### src/rtl/stopwatch_display_pkg.sv
// rtl/stopwatch_display_pkg.sv - shared states, glyphs and BCD step helper for the stopwatch display
package stopwatch_display_pkg;

   typedef enum logic [1:0] {CAPTURE, SHIFT, COMMIT} conv_state_e;

   localparam int CONV_SHIFTS = 7;
   localparam int DIGIT_COUNT = 6;
   localparam int SR_W        = 15;

   localparam logic [3:0] DIGIT_E = 4'hE;

   // Active-high glyphs, bit order {g,f,e,d,c,b,a}
   localparam logic [6:0] SEG_BLANK = 7'h00;
   localparam logic [6:0] SEG_DASH  = 7'h40;
   localparam logic [6:0] SEG_E     = 7'h79;
   localparam logic [6:0] SEG_DIGIT [0:9] = '{
      7'h3F, 7'h06, 7'h5B, 7'h4F, 7'h66, 7'h6D, 7'h7D, 7'h07, 7'h7F, 7'h6F
   };

   // One shift-add-3 step on {tens, ones, binary}
   function automatic logic [SR_W-1:0] dabble_step(input logic [SR_W-1:0] sr);
      logic [SR_W-1:0] t;
      t = sr;
      if (t[10:7] >= 4'd5) t[10:7] = t[10:7] + 4'd3;
      if (t[14:11] >= 4'd5) t[14:11] = t[14:11] + 4'd3;
      return {t[13:0], 1'b0};
   endfunction

endpackage

### src/rtl/stopwatch_seg_decoder.sv
// rtl/stopwatch_seg_decoder.sv - BCD digit to active-high 7-segment glyph with blank/dash overrides
module stopwatch_seg_decoder
   import stopwatch_display_pkg::*;
(
   input  logic [3:0] digit_i,
   input  logic       blank_i,
   input  logic       dash_i,
   output logic [6:0] seg_o
);

   always_comb begin
      seg_o = SEG_BLANK;
      if (blank_i) begin
         seg_o = SEG_BLANK;
      end else if (dash_i) begin
         seg_o = SEG_DASH;
      end else if (digit_i == DIGIT_E) begin
         seg_o = SEG_E;
      end else if (digit_i <= 4'd9) begin
         seg_o = SEG_DIGIT[digit_i];
      end
   end

endmodule

### src/rtl/stopwatch_hex_display.sv
// rtl/stopwatch_hex_display.sv - stopwatch count to six 7-segment displays with blink and adjust dash
// Optional: STOPWATCH_LEADING_ZERO_BLANK_EN blanks a zero tens-of-minutes digit.
module stopwatch_hex_display
   import stopwatch_display_pkg::*;
#(
   parameter int unsigned BLINK_HALF_PERIOD = 50,
   parameter bit          SEG_ACTIVE_LOW    = 1'b1
) (
   input  logic       CLK_100Hz,
   input  logic       reset_n,
   input  logic [6:0] stopwatch_unit_mins,
   input  logic [5:0] stopwatch_unit_secs,
   input  logic [6:0] stopwatch_unit_decs,
   input  logic       stopwatch_overflow,
   input  logic       adjust,
   output logic [6:0] HEX5,
   output logic [6:0] HEX4,
   output logic [6:0] HEX3,
   output logic [6:0] HEX2,
   output logic [6:0] HEX1,
   output logic [6:0] HEX0,
   output logic       display_update
);

   localparam logic [2:0] LAST_SHIFT = 3'(CONV_SHIFTS - 1);
   localparam logic [7:0] BLINK_LAST = 8'(BLINK_HALF_PERIOD - 1);
   localparam logic [6:0] POL_MASK   = {7{SEG_ACTIVE_LOW}};

   conv_state_e                 state_q, state_d;
   logic [2:0]                  shift_cnt_q, shift_cnt_d;
   logic [SR_W-1:0]             mins_sr_q, mins_sr_d;
   logic [SR_W-1:0]             secs_sr_q, secs_sr_d;
   logic [SR_W-1:0]             decs_sr_q, decs_sr_d;
   logic                        mins_err_q, mins_err_d;
   logic                        decs_err_q, decs_err_d;
   logic [DIGIT_COUNT-1:0][3:0] digit_q, digit_d;
   logic                        valid_q, valid_d;
   logic [7:0]                  blink_cnt_q, blink_cnt_d;
   logic                        phase_q, phase_d;
   logic                        update_q, update_d;
   logic [DIGIT_COUNT-1:0][6:0] hex_q, hex_d, glyph;
   logic [DIGIT_COUNT-1:0]      blank_vec, dash_vec;
   logic                        lead_zero;

   always_ff @(posedge CLK_100Hz or negedge reset_n) begin
      if (!reset_n) begin
         state_q     <= CAPTURE;
         shift_cnt_q <= '0;
         mins_sr_q   <= '0;
         secs_sr_q   <= '0;
         decs_sr_q   <= '0;
         mins_err_q  <= 1'b0;
         decs_err_q  <= 1'b0;
         digit_q     <= '0;
         valid_q     <= 1'b0;
         blink_cnt_q <= '0;
         phase_q     <= 1'b0;
         update_q    <= 1'b0;
         hex_q       <= {DIGIT_COUNT{SEG_BLANK ^ POL_MASK}};
      end else begin
         state_q     <= state_d;
         shift_cnt_q <= shift_cnt_d;
         mins_sr_q   <= mins_sr_d;
         secs_sr_q   <= secs_sr_d;
         decs_sr_q   <= decs_sr_d;
         mins_err_q  <= mins_err_d;
         decs_err_q  <= decs_err_d;
         digit_q     <= digit_d;
         valid_q     <= valid_d;
         blink_cnt_q <= blink_cnt_d;
         phase_q     <= phase_d;
         update_q    <= update_d;
         hex_q       <= hex_d;
      end
   end

   always_comb begin
      state_d     = state_q;
      shift_cnt_d = shift_cnt_q;
      mins_sr_d   = mins_sr_q;
      secs_sr_d   = secs_sr_q;
      decs_sr_d   = decs_sr_q;
      mins_err_d  = mins_err_q;
      decs_err_d  = decs_err_q;
      digit_d     = digit_q;
      valid_d     = valid_q;
      update_d    = 1'b0;
      unique case (state_q)
         CAPTURE: begin
            mins_sr_d   = {8'd0, stopwatch_unit_mins};
            secs_sr_d   = {9'd0, stopwatch_unit_secs};
            decs_sr_d   = {8'd0, stopwatch_unit_decs};
            mins_err_d  = (stopwatch_unit_mins > 7'd99);
            decs_err_d  = (stopwatch_unit_decs > 7'd99);
            shift_cnt_d = '0;
            state_d     = SHIFT;
         end
         SHIFT: begin
            mins_sr_d = dabble_step(mins_sr_q);
            secs_sr_d = dabble_step(secs_sr_q);
            decs_sr_d = dabble_step(decs_sr_q);
            if (shift_cnt_q == LAST_SHIFT) begin
               state_d = COMMIT;
            end else begin
               shift_cnt_d = shift_cnt_q + 3'd1;
            end
         end
         COMMIT: begin
            digit_d[5] = mins_err_q ? DIGIT_E : mins_sr_q[14:11];
            digit_d[4] = mins_err_q ? DIGIT_E : mins_sr_q[10:7];
            digit_d[3] = secs_sr_q[14:11];
            digit_d[2] = secs_sr_q[10:7];
            digit_d[1] = decs_err_q ? DIGIT_E : decs_sr_q[14:11];
            digit_d[0] = decs_err_q ? DIGIT_E : decs_sr_q[10:7];
            valid_d    = 1'b1;
            update_d   = 1'b1;
            state_d    = CAPTURE;
         end
         default: state_d = CAPTURE;
      endcase
   end

   always_comb begin
      blink_cnt_d = blink_cnt_q;
      phase_d     = phase_q;
      if (!stopwatch_overflow) begin
         blink_cnt_d = '0;
         phase_d     = 1'b0;
      end else if (blink_cnt_q == BLINK_LAST) begin
         blink_cnt_d = '0;
         phase_d     = ~phase_q;
      end else begin
         blink_cnt_d = blink_cnt_q + 8'd1;
      end
   end

`ifdef STOPWATCH_LEADING_ZERO_BLANK_EN
   // An out-of-range field holds DIGIT_E, so a zero here implies mins is in range
   assign lead_zero = (digit_d[5] == 4'd0);
`else
   assign lead_zero = 1'b0;
`endif

   // Outputs follow next-state values so HEX changes on the same edge as the digit load
   always_comb begin
      blank_vec = {DIGIT_COUNT{phase_d | ~valid_d}};
      blank_vec[DIGIT_COUNT-1] = blank_vec[DIGIT_COUNT-1] | lead_zero;
      dash_vec = '0;
      dash_vec[1:0] = {2{adjust}};
      for (int i = 0; i < DIGIT_COUNT; i++) begin
         hex_d[i] = glyph[i] ^ POL_MASK;
      end
   end

   for (genvar g = 0; g < DIGIT_COUNT; g++) begin : g_dec
      stopwatch_seg_decoder u_dec (
         .digit_i (digit_d[g]),
         .blank_i (blank_vec[g]),
         .dash_i  (dash_vec[g]),
         .seg_o   (glyph[g])
      );
   end

   assign HEX5           = hex_q[5];
   assign HEX4           = hex_q[4];
   assign HEX3           = hex_q[3];
   assign HEX2           = hex_q[2];
   assign HEX1           = hex_q[1];
   assign HEX0           = hex_q[0];
   assign display_update = update_q;

endmodule
### config.mk
export PLATFORM = sky130hd
export DESIGN_NAME = stopwatch_hex_display
export DESIGN_NICKNAME = d
export VERILOG_FILES = /design/src/rtl/stopwatch_display_pkg.sv /design/src/rtl/stopwatch_seg_decoder.sv /design/src/rtl/stopwatch_hex_display.sv
export SDC_FILE = /design/constraint.sdc
export NUM_CORES = 1
export LEC_CHECK = 0
export ABC_AREA = 1
export CORE_ASPECT_RATIO = 1.4
export CORE_UTILIZATION = 35
export CTS_CLUSTER_DIAMETER = 100
export DETAILED_ROUTE_END_ITERATION = 8
export DONT_BUFFER_PORTS = 1
export PLACE_DENSITY_LB_ADDON = 0.12
export SLEW_MARGIN = 20
export SYNTH_ARGS = -nofsm -noshare
export SYNTH_HDL_FRONTEND = slang
export SYNTH_SLANG_ARGS = --single-unit
### constraint.sdc
create_clock -name CLK_100Hz -period 3.5 [get_ports CLK_100Hz]
set_input_delay 0.7 -clock CLK_100Hz [delete_from_list [all_inputs] [get_ports CLK_100Hz]]
set_output_delay 0.7 -clock CLK_100Hz [all_outputs]
set_load 0.1 [all_outputs]
==> results of run 1 <==
Yosys cell counts (all sizes together):
cell / n
a21oi: 23
a22oi: 2
buf: 13
clkbuf: 5
clkinv: 1
dfrtp: 87
dfstp: 42
ha: 36
inv: 103
nand2: 315
nand3: 71
nand3b: 4
nor2: 59
nor3: 3
nor3b: 2
o211ai: 3
o21ai: 49
o22ai: 7
o31ai: 3
o32ai: 3
or2: 1
xnor2: 2
xor2: 4
flip-flops by register name (all words and copies together), names as in the netlist:
signal / count
shift_cnt_q: 3
mins_err_q: 1
HEX0: 7
decs_sr_q: 15
HEX1: 7
state_q: 2
decs_err_q: 1
display_update: 1
HEX3: 7
digit_q: 24
HEX4: 7
HEX5: 7
valid_q: 1
phase_q: 1
blink_cnt_q: 8
HEX2: 7
secs_sr_q: 15
mins_sr_q: 15
layout make-up:
type                       instances  area [um^2]
clock buffer                      25          475
timing repair buffer               4         50.0
multi-input combinational        587         2990
clock inverter                     7         85.1
fill                            1933        11200
tap                              244          305
inverter                         104          393
sequential                       129         3280
per-layer routing:
metal	up-vias	track usage, %
met5	-	0
met4	0	6.52
met3	14	3.56
met2	85	24.9
met1	2406	18.8
li1	2641	-
cells in the final DEF, fill, tap and decap left out:
master,Yosys,final
inv_2,5,5
clkbuf_16,0,17
bufinv_16,0,2
nor2_4,2,2
nor3b_1,2,2
ha_1,36,36
nand2_2,21,21
nand3_1,69,69
or2_1,1,1
nor3_1,3,3
o22ai_1,7,7
nand3b_1,4,4
buf_16,0,1
o32ai_1,3,3
inv_4,1,1
buf_4,1,3
inv_1,97,97
o211ai_1,3,3
nand2_1,290,290
o21ai_0,43,43
dfstp_2,42,42
nor2_2,6,6
xor2_1,4,4
dfrtp_1,87,87
a21oi_2,2,2
o21ai_1,2,2
clkinv_1,1,1
o21ai_2,4,4
clkbuf_1,5,6
clkbuf_8,0,2
clkinv_2,0,5
nand3_2,2,2
xnor2_1,2,2
nand2_4,4,4
a21oi_1,19,19
nor2_1,51,51
a21oi_4,2,2
a22oi_1,2,2
o31ai_1,3,3
stage by stage:
stage	total power [mW]	std cells	utilization [%]	setup slack, ns
final	6.18	1100	40.4	0.890
after detailed placement	4.50	1067	37.3	0.923
after floorplan	4.30	838	-	1.53
after global placement	4.49	1067	37.3	1.03
after CTS	6.26	1100	40.4	0.872
after global routing	6.52	1100	40.4	0.612
kinds of logic after synthesis:
kind of cell / count (synthesis) / share of synthesized area, %
XOR/XNOR: 6 / 0.776
flip-flops: 129 / 48.4
AO/OA/AOI/OAI: 90 / 7.91
adder cells (fa/ha/maj): 36 / 6.65
AND/OR/NAND/NOR: 455 / 28.8
buffers and inverters: 122 / 7.45
power by group:
part	switching (mW)	total, mW	internal (mW)
logic	0.666	1.02	0.349
registers	1.53	3.48	1.95
clock network	0.602	1.68	1.08
critical path, delay by kind of cell (launching register included):
| family | cells | cell delay [ns] |
|---|---|---|
| adders and majority gates | 1 | 0.26 |
| AOI/OAI and AO/OA | 2 | 0.71 |
| and+or+nand+nor | 5 | 0.46 |
| DFF | 1 | 0.49 |
| buffers and inverters | 2 | 0.60 |
worst paths after layout:
check                                start          end  slack (ns)  cells after the start
worst min register to register     valid_q      valid_q        0.46                      1
min in group CLK_100Hz              adjust      HEX0[1]        0.40                      2
max in group asynchronous          reset_n  digit_q[15]        2.93                      1
worst max-delay path            state_q[1]      HEX0[6]        0.89                     10
worst min-delay path               reset_n      HEX3[1]        0.14                      0
worst max register to register  state_q[1]      HEX0[6]        0.89                     10
==> results by group, run 1 <==
Status
  – Outcome: finished, final reports clean

Final layout
  – Nets@finish: between 900 and 1000
  – Post-route cell area: around 0.0076 mm^2
  – Synthesis-to-finish area growth: 11.9%
  – Fraction of layout cells with a size suffix above 1: 14.1%
  – Antenna fix cells: 0

Min path
  – HP Class: in2async

Timing
  – Final Hold Fails: 0
  – Relative slew slack: 40.3%
  – Worst-margin pin slew: 0.897 ns
  – Hold Slack: approximately 0.14 ns
  – RSZ-0062 raised after global routing: false
  – Final Setup Violations: 0
  – Setup TNS: 0 ns
  – Final slew viol count: 0
  – Period Utilization, post-route: 74.6%
  – Fin crit period: 2.61 ns
  – Final clock skew: 0.0151 ns
  – Max Clock Freq: 383 MHz

Critical path
  – Worst setup path class: reg2reg
  – Critical Path RT: between 3 and 4 ns
  – Most common cell on crit path: nand2_1
  – Crit path DAT: 2.95 ns
  – Worst setup EP type: flip-flop
  – Critical Path Start Type: flip-flop
  – Slowest Stage Delay on Critical Path: between 0.5 and 0.6 ns
  – Worst-path cell chain: inv_2, nor2_4, o21ai_0, inv_1, ha_1, o21ai_2, nand2_4, nand2_1, nand2_1, nand2_1
  – Slowest-stage cell, CP: o21ai_0
  – Worst-path maximum fanout: 27

Route
  – Drt initial violations: 221
  – Wl on met1: 6440 um
  – Vias per inst: 4.68
  – Final ANT Viol Nets: 0
  – Met2 wire len: 6560 um
  – Highest routed metal layer: met4
  – Routed vias: 5146
  – Drt total wl: 13700 um
  – WL/cell: 12.5 um
  – Drc violations: 0
  – DRT Pass-1 Iters: 4
  – Met3 WL: 473 um

Logic synthesis
  – Yosys top cell area share: 32.2%
  – Yosys warns: 0
  – Synthesized cell area: 0.00677 mm^2
  – Synth Register Bits: 129
  – Sequential share of the synthesized area: between 40% and 50%
  – Largest area contributor in the netlist: dfrtp_1
  – Yosys cell types: 38
  – Syn_nets: 898
  – Synth top area cells: dfrtp_1 (32%), dfstp_2 (16%), nand2_1 (16%)
  – Syn Inst Count: 838
  – Avg Synthesized Cell Area: 8.08 um^2

CTS
  – Clk Latency, worst-skew pair: 0.41 ns
  – Post-CTS setup buffer count: 0
  – Num CTS Buffers: 17
  – CTS max path bufs: 2
  – H-tree depth: 4
  – Clock sink count: 129
  – Cts hold-fix bufs: 1
  – Clock slew at reported path FFs: 0.05 ns
  – Post-cts repair resize count: 0
  – CTS root buf: clkbuf_16
  – CTS tree: built

Global route
  – GR Overflow Total: 0
  – Global-route wire length before repair: 24300 um
  – GRT Overall Usage: 15.1%
  – Largest net degree at the start of global routing: 88
  – Initial antenna violation count: 0
  – Number of global-route vias before repair: 5207

Die
  – Core outline area: 0.0188 mm^2
  – Num ports: 67
  – Die width: 120 um
  – Die Ht: about 170 um
  – Row cnt: 59
  – Initial Utilization: 36.1%
  – Die ar.: 0.0199 mm^2

Run
  – Max-Cap Viols: 0

Placement
  – DP Area: 0.00699 mm^2
  – IO Port Bufs: 0
  – RePlAce Congestion: 0.865
  – Dpl hpwl: 9570 um

Power
  – Power Density: 815 mW/mm^2
  – Leakage power: 3.92 nW
  – Max VDD drop: 0.320 mV
No activity file was read; power rests on OpenSTA's default activity.
==> inputs of run 2 (changes only) <==
Clock period 3.5 ns to 2.65 ns, I/O delays scaled along.
==> run 2 against run 1 <==
Net effect: the flow now finishes with violations (negative hold slack); sequential share of layout area decreased by 0.064 points; critical path depth unchanged; register-to-register slack got worse by 0.48 ns; worst hold slack got worse by 0.31 ns; clock-buffer cell count increased by 1; clock skew decreased by 0.0074 ns; total power increased by 31%; final cell count increased by 0.45%.
==> results by group, run 2 (synthesized netlist as in run 1, its figures left out) <==
CTS
  – Clk Latency, worst-skew pair: 0.41 ns (about the same)
  – Clock slew at reported path FFs: 0.05 ns (about the same)
  – CTS root buf: clkbuf_16 (unchanged)
  – Post-cts repair resize count: 0 (unchanged)
  – CTS max path bufs: 2 (unchanged)
  – Clock sink count: 129 (unchanged)
  – Num CTS Buffers: 17 (unchanged)
  – CTS tree: built (unchanged)
  – H-tree depth: 4 (unchanged)
  – Post-CTS setup buffer count: 0 (unchanged)

Global route
  – GR Overflow Total: 0 (unchanged)
  – Initial antenna violation count: 0 (unchanged)
  – Global-route wire length before repair: 24500 um (was 24300 um)
  – Number of global-route vias before repair: 5248 (was 5207)
  – Largest net degree at the start of global routing: 130 (was 88)
  – GRT Overall Usage: 15.2% (was 15.1%)

Placement
  – IO Port Bufs: 0 (unchanged)
  – DP Area: 0.00703 mm^2 (was 0.00699 mm^2)
  – Dpl hpwl: 9630 um (was 9570 um)
  – Dpl ws: 0.442 ns (was 0.923 ns)
  – RePlAce Congestion: 0.820 (was 0.865)

Die
  – Core outline area: 0.0188 mm^2 (unchanged)
  – Die Ht: 167 um (unchanged)
  – Die width: 120 um (unchanged)
  – Initial Utilization: 36.1% (unchanged)
  – Die ar.: 0.0199 mm^2 (unchanged)
  – Num ports: 67 (unchanged)
  – Row cnt: 59 (unchanged)

Timing
  – Relative slew slack: 37.3% (was 40.3%)
  – Worst-margin pin slew: 0.941 ns (was 0.897 ns)
  – Period Utilization, post-route: 84.5% (was 74.6%)
  – Max Clock Freq: 447 MHz (was 383 MHz)
  – Final Setup Violations: 0 (unchanged)
  – RSZ-0062 raised after global routing: false (unchanged)
  – Fin crit period: 2.24 ns (was 2.61 ns)
  – Setup TNS: 0 ns (unchanged)
  – Hold Slack: -0.179 ns (was 0.136 ns)
  – Final clock skew: 0.00762 ns (was 0.0151 ns)
  – Final Hold Fails: 92 (was 0)
  – Worst setup slack after layout: 0.412 ns (was 0.890 ns)
  – Final slew viol count: 0 (unchanged)

Critical path
  – Worst-path maximum fanout: 6 (was 27)
  – Worst Setup SP: state_q[1] (unchanged)
  – Crit path DAT: 2.58 ns (was 2.95 ns)
  – Critical Path Start Type: flip-flop (unchanged)
  – Critical Path RT: 2.99 ns (was 3.84 ns)
  – Critical R2R Launch: state_q[1] (unchanged)
  – Worst setup EP type: flip-flop (unchanged)
  – Worst setup path class: reg2reg (unchanged)

Route
  – Vias per inst: 4.65 (was 4.68)
  – DRT Pass-1 Iters: 4 (unchanged)
  – Routed vias: 5140 (was 5146)
  – Final ANT Viol Nets: 0 (unchanged)
  – WL/cell: 12.4 um (was 12.5 um)
  – Drt initial violations: 256 (was 221)
  – Drc violations: 0 (unchanged)
  – Drt total wl: 13800 um (was 13700 um)

Final layout
  – Fraction of layout cells with a size suffix above 1: 14.8% (was 14.1%)
  – Synthesis-to-finish area growth: 12.0% (was 11.9%)
  – Antenna fix cells: 0 (unchanged)
  – Final core occ: 40.5% (was 40.4%)
  – Most common cell after layout, fill and taps aside: nand2_1 (unchanged)
  – Most frequent cells in the layout: nand2_1 (290), inv_1 (97), dfrtp_1 (87), nand3_1 (69), nor2_1 (51) (unchanged)
  – Nets@finish: 908 (was 903)
  – Post-route cell area: 0.00759 mm^2 (was 0.00758 mm^2)
  – Most flop-heavy register: digit_q (unchanged)
  – Max reg flops: 24 (unchanged)

Power
  – Sw Share: 45.5% (was 45.3%)
  – Comb power frac: 16.2% (was 16.4%)
  – Power Density: 1070 mW/mm^2 (was 815 mW/mm^2)
  – Leakage power: 3.94 nW (was 3.92 nW)
  – Max VDD drop: 0.368 mV (was 0.320 mV)
  – Internal cell power: 4.41 mW (was 3.38 mW)
  – Clk pwr share: 27.0% (was 27.2%)
  – Seq pwr share: 56.8% (was 56.3%)
  – Net Sw Power: 3.68 mW (was 2.80 mW)

Run
  – Max-Cap Viols: 0 (unchanged)

Min path
  – HP Class: in2async (unchanged)

Status
  – Outcome: finished, violations left (was finished, final reports clean)
  – Violated checks: negative hold slack
## run 2: critical path: stages (launching register included)
cell and delay (ns):
dfrtp_1 0.44, inv_2 0.11, nor2_4 0.03, o21ai_0 0.65, inv_1 0.20, ha_1 0.28
o21ai_2 0.18, nand2_4 0.09, nand2_1 0.07, nand2_1 0.05, nand2_1 0.07
## run 2: area by class of cell
class                      count  area (um^2)
clock buffer                  26          499
clock inverter                 6         55.1
fill                        1907        11200
inverter                     104          393
multi-input combinational    587         2990
sequential                   129         3280
tap                          244          305
timing repair buffer           9         67.6
## run 2: final timing paths
path | to | slack (ns) | depth (start not counted)
max in group asynchronous | HEX2[6] | 2.54 | 0
min in group CLK_100Hz | HEX0[1] | 0.23 | 2
max reg2reg | HEX0[3] | 0.41 | 10
min | digit_q[14] | -0.18 | 0
max | HEX0[3] | 0.41 | 10
min reg2reg | valid_q | 0.46 | 1
## run 2: routing by layer
| layer | GRT usage, % | vias to the layer above | wire [um] |
|---|---|---|---|
| li1 | - | 2644 | - |
| met1 | 18.8 | 2388 | 6470 |
| met2 | 25.1 | 90 | 6540 |
| met3 | 3.94 | 18 | 517 |
| met4 | 6.25 | 0 | 225 |
| met5 | 0 | - | 0 |
## run 2: through the flow
stage                     instances  hold slack, ns  power [mW]
after floorplan                 838           0.234        5.68
after global placement         1073           0.243        5.93
after detailed placement       1073           0.243        5.96
after CTS                      1105          -0.209        8.21
after global routing           1105          -0.210        8.54
final                          1105          -0.179        8.09
## run 2: power by group through the flow
stage               Combinational, mW  Sequential, mW  Clock (mW)
floorplan                        1.09            4.59           0
global placement                 1.30            4.63           0
detailed placement               1.32            4.64           0
CTS                              1.32            4.61        2.27
global route                     1.55            4.64        2.35
finish                           1.31            4.60        2.18
